===== config.mk =====
export PLATFORM = sky130hd
export DESIGN_NAME = stage_fx_seq
export DESIGN_NICKNAME = d
export VERILOG_FILES = /design/src/rtl/stage_fx_seq.sv
export SDC_FILE = /design/constraint.sdc
export NUM_CORES = 2
export LEC_CHECK = 0
export ABC_CLOCK_PERIOD_IN_PS = 20100
export BUFFER_PORTS_ARGS = -buffer_cell sky130_fd_sc_hd__buf_4
export CELL_PAD_IN_SITES_DETAIL_PLACEMENT = 0
export CELL_PAD_IN_SITES_GLOBAL_PLACEMENT = 1
export CORE_MARGIN = 4
export CORE_UTILIZATION = 31
export CTS_CLUSTER_DIAMETER = 150
export CTS_CLUSTER_SIZE = 20
export DETAILED_ROUTE_END_ITERATION = 8
export PLACE_DENSITY_LB_ADDON = 0.1
export SLEW_MARGIN = 20
export SYNTH_ARGS = -nofsm -noshare
export SYNTH_HDL_FRONTEND = slang
export SYNTH_SLANG_ARGS = --single-unit

===== constraint.sdc =====
create_clock -name clk -period 20.1 [get_ports clk]
set_input_delay 2.01 -clock clk [delete_from_list [all_inputs] [get_ports clk]]
set_output_delay 2.01 -clock clk [all_outputs]
set_load 0.1 [all_outputs]

===== src/rtl/stage_fx_seq.sv =====
// Fixed-point layer stage: loads a tap/bias matrix, buffers one input vector,
// then runs one MAC per cycle per row and streams out saturated results.
module stage_fx_seq #(
  parameter int DATA_W  = 16,
  parameter int FRAC    = 8,
  parameter int ACC_W   = 40,
  parameter int MAX_IN  = 8,
  parameter int MAX_OUT = 16
) (
  input  logic                           clk,
  input  logic                           reset,
  input  logic [$clog2(MAX_IN+1)-1:0]    cfg_in_len,
  input  logic [$clog2(MAX_OUT+1)-1:0]   cfg_out_len,
  input  logic                           cfg_relu,
  input  logic [DATA_W-1:0]              tap_in,
  input  logic                           tap_in_vld,
  input  logic                           tap_in_fst,
  output logic                           tap_in_rdy,
  input  logic [DATA_W-1:0]              st_data,
  input  logic                           st_data_vld,
  input  logic                           st_data_fst,
  output logic                           st_data_rdy,
  output logic [DATA_W-1:0]              st_data_out,
  output logic                           st_data_out_vld,
  output logic                           st_data_out_fst,
  input  logic                           st_data_out_rdy,
  output logic                           taps_valid,
  output logic                           busy,
  output logic                           proto_err
);
  localparam int IN_LW  = $clog2(MAX_IN + 1);
  localparam int OUT_LW = $clog2(MAX_OUT + 1);
  localparam int R_IW   = $clog2(MAX_OUT);
  localparam int C_IW   = $clog2(MAX_IN + 1);
  localparam int X_IW   = $clog2(MAX_IN);
  localparam logic [IN_LW-1:0]  MAX_IN_L  = IN_LW'(MAX_IN);
  localparam logic [OUT_LW-1:0] MAX_OUT_L = OUT_LW'(MAX_OUT);
  localparam logic signed [ACC_W-1:0] SAT_MAX = ACC_W'((1 << (DATA_W - 1)) - 1);
  localparam logic signed [ACC_W-1:0] SAT_MIN = -SAT_MAX - ACC_W'(1);

  typedef enum logic [1:0] {IDLE, LOAD, COLLECT, COMPUTE} state_t;

  state_t                   state_q, state_d;
  logic [IN_LW-1:0]         il_q, il_d, col_q, col_d;
  logic [OUT_LW-1:0]        ol_q, ol_d, row_q, row_d;
  logic                     relu_q, relu_d;
  logic signed [ACC_W-1:0]  acc_q, acc_d;
  logic [DATA_W-1:0]        out_dat_q, out_dat_d;
  logic                     out_vld_q, out_vld_d, out_fst_q, out_fst_d;
  logic                     taps_valid_q, taps_valid_d;
  logic                     proto_err_q, proto_err_d;
  logic                     busy_q, busy_d;

  logic [DATA_W-1:0] tap_mem [MAX_OUT][MAX_IN+1];
  logic [DATA_W-1:0] x_mem   [MAX_IN];
  logic              tap_we, x_we;
  logic [R_IW-1:0]   tap_wr_r;
  logic [C_IW-1:0]   tap_wr_c;
  logic [X_IW-1:0]   x_wr_i;

  logic [IN_LW-1:0]         il_cfg;
  logic [OUT_LW-1:0]        ol_cfg;
  logic                     tap_hs, data_hs, out_free;
  logic signed [DATA_W-1:0] tap_rd, bias_rd, x_rd;
  logic signed [2*DATA_W-1:0] prod;
  logic signed [ACC_W-1:0]  base, acc_sum, shifted;
  logic [DATA_W-1:0]        result;

  assign il_cfg = (cfg_in_len == '0 || cfg_in_len > MAX_IN_L) ? MAX_IN_L : cfg_in_len;
  assign ol_cfg = (cfg_out_len == '0 || cfg_out_len > MAX_OUT_L) ? MAX_OUT_L : cfg_out_len;

  assign tap_in_rdy  = !reset && (state_q == IDLE || state_q == LOAD);
  assign st_data_rdy = !reset && ((state_q == COLLECT) ||
                       (state_q == IDLE && taps_valid_q && !(tap_in_vld && tap_in_fst)));
  assign tap_hs   = tap_in_vld && tap_in_rdy;
  assign data_hs  = st_data_vld && st_data_rdy;
  assign out_free = !out_vld_q || st_data_out_rdy;

  assign tap_rd  = tap_mem[row_q[R_IW-1:0]][col_q[C_IW-1:0]];
  assign bias_rd = tap_mem[row_q[R_IW-1:0]][il_q[C_IW-1:0]];
  assign x_rd    = x_mem[col_q[X_IW-1:0]];

  // Row accumulation seeds with the bias aligned to product scale (2*FRAC).
  always_comb begin
    prod    = tap_rd * x_rd;
    base    = (col_q == '0) ? (ACC_W'(bias_rd) <<< FRAC) : acc_q;
    acc_sum = base + ACC_W'(prod);
    shifted = acc_sum >>> FRAC;
    if (shifted > SAT_MAX)      result = SAT_MAX[DATA_W-1:0];
    else if (shifted < SAT_MIN) result = SAT_MIN[DATA_W-1:0];
    else                        result = shifted[DATA_W-1:0];
    if (relu_q && result[DATA_W-1]) result = '0;
  end

  always_comb begin
    state_d      = state_q;
    il_d         = il_q;
    ol_d         = ol_q;
    relu_d       = relu_q;
    row_d        = row_q;
    col_d        = col_q;
    acc_d        = acc_q;
    out_dat_d    = out_dat_q;
    out_fst_d    = out_fst_q;
    out_vld_d    = out_vld_q && !st_data_out_rdy;
    taps_valid_d = taps_valid_q;
    proto_err_d  = proto_err_q;
    tap_we       = 1'b0;
    x_we         = 1'b0;
    tap_wr_r     = '0;
    tap_wr_c     = '0;
    x_wr_i       = '0;
    case (state_q)
      IDLE: begin
        if ((tap_hs && !tap_in_fst) || (data_hs && !st_data_fst)) proto_err_d = 1'b1;
        if (tap_hs && tap_in_fst) begin
          state_d      = LOAD;
          il_d         = il_cfg;
          ol_d         = ol_cfg;
          relu_d       = cfg_relu;
          taps_valid_d = 1'b0;
          tap_we       = 1'b1;
          row_d        = '0;
          col_d        = IN_LW'(1);
        end else if (data_hs && st_data_fst) begin
          il_d   = il_cfg;
          ol_d   = ol_cfg;
          relu_d = cfg_relu;
          x_we   = 1'b1;
          row_d  = '0;
          if (il_cfg == IN_LW'(1)) begin
            state_d = COMPUTE;
            col_d   = '0;
          end else begin
            state_d = COLLECT;
            col_d   = IN_LW'(1);
          end
        end
      end
      LOAD: if (tap_in_vld) begin
        tap_we = 1'b1;
        if (tap_in_fst) begin
          proto_err_d = 1'b1;
          row_d       = '0;
          col_d       = IN_LW'(1);
        end else begin
          tap_wr_r = row_q[R_IW-1:0];
          tap_wr_c = col_q[C_IW-1:0];
          if (col_q == il_q) begin
            col_d = '0;
            if (row_q == ol_q - OUT_LW'(1)) begin
              taps_valid_d = 1'b1;
              state_d      = IDLE;
            end else begin
              row_d = row_q + OUT_LW'(1);
            end
          end else begin
            col_d = col_q + IN_LW'(1);
          end
        end
      end
      COLLECT: if (st_data_vld) begin
        x_we = 1'b1;
        if (st_data_fst) begin
          proto_err_d = 1'b1;
          if (il_q == IN_LW'(1)) begin
            state_d = COMPUTE;
            col_d   = '0;
          end else begin
            col_d = IN_LW'(1);
          end
        end else begin
          x_wr_i = col_q[X_IW-1:0];
          if (col_q == il_q - IN_LW'(1)) begin
            state_d = COMPUTE;
            col_d   = '0;
          end else begin
            col_d = col_q + IN_LW'(1);
          end
        end
      end
      COMPUTE: begin
        // row_q == ol_q means every row is computed; wait for the last result to drain.
        if (row_q == ol_q) begin
          if (out_free) state_d = IDLE;
        end else if (col_q == il_q - IN_LW'(1)) begin
          if (out_free) begin
            out_dat_d = result;
            out_vld_d = 1'b1;
            out_fst_d = (row_q == '0);
            row_d     = row_q + OUT_LW'(1);
            col_d     = '0;
          end
        end else begin
          acc_d = acc_sum;
          col_d = col_q + IN_LW'(1);
        end
      end
      default: state_d = IDLE;
    endcase
    busy_d = (state_d != IDLE);
  end

  always_ff @(posedge clk or posedge reset) begin
    if (reset) begin
      state_q      <= IDLE;
      il_q         <= '0;
      ol_q         <= '0;
      relu_q       <= 1'b0;
      row_q        <= '0;
      col_q        <= '0;
      acc_q        <= '0;
      out_dat_q    <= '0;
      out_vld_q    <= 1'b0;
      out_fst_q    <= 1'b0;
      taps_valid_q <= 1'b0;
      proto_err_q  <= 1'b0;
      busy_q       <= 1'b0;
    end else begin
      state_q      <= state_d;
      il_q         <= il_d;
      ol_q         <= ol_d;
      relu_q       <= relu_d;
      row_q        <= row_d;
      col_q        <= col_d;
      acc_q        <= acc_d;
      out_dat_q    <= out_dat_d;
      out_vld_q    <= out_vld_d;
      out_fst_q    <= out_fst_d;
      taps_valid_q <= taps_valid_d;
      proto_err_q  <= proto_err_d;
      busy_q       <= busy_d;
    end
  end

  // Storage is left unreset; taps_valid gates any use of its contents.
  always_ff @(posedge clk) begin
    if (tap_we) tap_mem[tap_wr_r][tap_wr_c] <= tap_in;
    if (x_we)   x_mem[x_wr_i] <= st_data;
  end

  assign st_data_out     = out_dat_q;
  assign st_data_out_vld = out_vld_q;
  assign st_data_out_fst = out_fst_q;
  assign taps_valid      = taps_valid_q;
  assign busy            = busy_q;
  assign proto_err       = proto_err_q;
endmodule


==> key figures <==
Floorplanning
  – Initial core utilization: 31.2%
  – Site Rows: 219
  – Core area: 356,000 µm²
  – Io pins: 72
  – Die height: 607 µm
  – Die area: 368,000 µm²
  – Die W: 607 µm

Cells and area
  – Commonest non-fill, non-tap cell in the layout: edfxtp_1
  – Share of layout cells above drive strength 1: 25.1%
  – Fillcell total: 33,564
  – NumNets Final: 6,404
  – Reg area: 75,100 µm²
  – Footprint of the multi-input gates: 33,800 µm²
  – Commonest non-fill, non-tap cells in the layout: edfxtp_1, mux4_2, inv_1
  – P&R area growth vs syn: 10.5%

Run status
  – Status: finished clean

Place
  – GP Congestion: 0.778
  – HPWL after DPL: 219 mm
  – # port buffers: 71

Clocking
  – Cts repair resizes: 0
  – CTS tree: built
  – Root Driver: clkbuf_16
  – H-tree depth: 4
  – CTS clk-pin slew, worst paths: 0.10 ns
  – Setup Buffers After CTS: 0
  – Hold Buf Count CTS: 0
  – Clk_lat worst skew: 0.89 ns
  – Clock tree buffer depth: 4
  – TritonCTS buffer count: 149
  – Clock sink count: 2,514

Synthesis
  – Simple-gate share of the synthesized area: 3.08%
  – Avg Inst Size Synth: 19.4 µm²
  – Largest family of logic cells by synthesized area: multiplexers
  – Mux cell area share after synthesis: 17.1%
  – Complex-gate fraction of the synthesized area: 1.79%
  – Synth Net Count: 6,245
  – Seq/Total Area, Yosys: 67.5%
  – Mapped Cells: 5,739
  – Xor/xnor share of the synthesized area: 0.447%
  – Post-Synth Adder-Cell Area: 7.38%
  – Commonest register cell after synthesis: edfxtp_1
  – Yosys reg bits: 2,514
  – FFs w/ async S/R, synth: 3.26%
  – Synth warnings: 0
  – EDFF count, synth: 2,432
  – Synth unique cells: 83
  – Area of the mapped netlist: 111,000 µm²

STA
  – Fin crit period: 13.27 ns
  – Fin. Hold Viols: 0
  – Worst clock skew: 0.0605 ns
  – Max Slew Vio Count: 0
  – Fin Setup TNS: 0 ns
  – RSZ-0062 raised after global routing: no
  – Max Freq: 0.0754 GHz
  – Count of final setup violators: 0
  – Actual slew at the worst max-slew pin: 1.14 ns
  – Period utilization: 66.0%
  – Rel. slew slack: 21.9%

Global route
  – Initial antenna violation count: 29
  – Largest net degree at the start of global routing: 94
  – Vias in the first global route: 57,690
  – First-pass GRT wire length: 482 mm
  – GRT Util Overall: 18.7%
  – Total gr overflow: 0

Routing
  – Final WL: 346 mm
  – Routed Antenna Nets: 0
  – Avg Vias per Cell: 5.10
  – Vias post-DR: 54,604
  – Residual DRC: 0
  – DRT iter0 DRCs: 5,188
  – Initial DRT Pass Iterations: 7
  – Wire length per cell: 32.4 µm

Worst setup path
  – Worst path slowest cell: dfrtp_4
  – Critical path peak fanout: 40
  – Most frequent CP cell: fa_1
  – CP endpoint kind: register
  – Nature of the critical path startpoint: register
  – WS Path Type: register to register
  – Worst Path Required: 20.78 ns
  – Crit path DAT: 13.95 ns
  – Max incr delay on CP: 0.89 ns

Run
  – Maxcap violations: 0

Worst hold path
  – Hold WC Path Type: register to register
==> cell usage after synthesis, drive strengths merged, types with 41 or more instances <==
master | instances | area, µm²
nand2 | 208 | 781
ha | 126 | 1580
buf | 165 | 886
mux2i | 62 | 621
xnor2 | 41 | 359
dfrtp | 82 | 2050
nor2 | 441 | 1660
fa | 331 | 6630
a21oi | 102 | 619
inv | 449 | 1690
o21ai | 83 | 415
edfxtp | 2432 | 73000
clkbuf | 107 | 413
mux4 | 802 | 18100
==> state kept, by name (all words and copies together), names as in the netlist <==
register and cells:
proto_err 1, st_data_out_fst 1, col_q 4, st_data_out 16
ol_q 5, busy 1, acc_q 40, il_q 4
row_q 5, relu_q 1, st_data_out_vld 1, x_mem 128
state_q 2, taps_valid 1, tap_mem 2304
==> worst max-delay path, delay by kind of cell (launching register included) <==
kind	cells	cell delay, ns
xor gates and xnor gates	1	0.25
and+or+nand+nor	5	0.96
buffers and inverters	7	2.11
adders and majority gates	7	3.25
DFF	1	0.89
muxes	4	2.25
AOI/OAI and AO/OA	8	3.16
==> stage by stage <==
stage	area [µm²]	std cells	setup WS [ns]	hold slack, ns	util, %
after floorplan	111000	5739	10.64	0.442	-
after global placement	119000	10497	6.84	0.452	33.3
after detailed placement	119000	10497	6.77	0.465	33.3
after CTS	123000	10691	6.80	0.499	34.5
after global routing	123000	10694	6.30	0.519	34.5
final	123000	10698	6.83	0.491	34.5
==> cell families (layout without fill, tap and decap cells) <==
logic type / after synthesis / after routing
AO/OA/AOI/OAI: 299 / 299
XOR/XNOR: 55 / 55
adder cells (fa/ha/maj): 457 / 457
buffers and inverters: 722 / 924
flip-flops: 2514 / 2514
multiplexers: 886 / 886
other: 0 / 6
AND/OR/NAND/NOR: 806 / 806
==> layout make-up <==
class,instances,share of cell area [%]
flip-flops and latches,2514,61.1
multi-input cells,2503,27.5
well taps,4751,4.84
clock buffers,178,3.18
repair buffers,280,1.80
inverters,450,1.38
clock inverters,16,0.129
diodes,6,0.0122
==> worst paths after layout <==
| path | from | to | slack (ns) | cells after the start |
|---|---|---|---|---|
| worst max-delay path | row_q[1] | st_data_out[8] | 6.83 | 32 |
| worst min-delay path | acc_q[12] | acc_q[12] | 0.49 | 2 |
| worst max register to register | row_q[1] | st_data_out[8] | 6.83 | 32 |
| worst min register to register | acc_q[12] | acc_q[12] | 0.49 | 2 |
| max in group asynchronous | reset | acc_q[32] | 17.69 | 3 |
| min in group asynchronous | reset | proto_err | 1.21 | 2 |
==> metal layers <==
metal	vias to the layer above	share of wire [%]	GRT usage (%)
li1	22607	-	-
met1	30460	45	26.7
met2	1204	48	30.8
met3	325	4.0	1.97
met4	8	2.3	4.03
met5	-	0.018	0
Power is not shown: default switching activity piles up to over one toggle a cycle in this logic, so the estimate is an artifact.
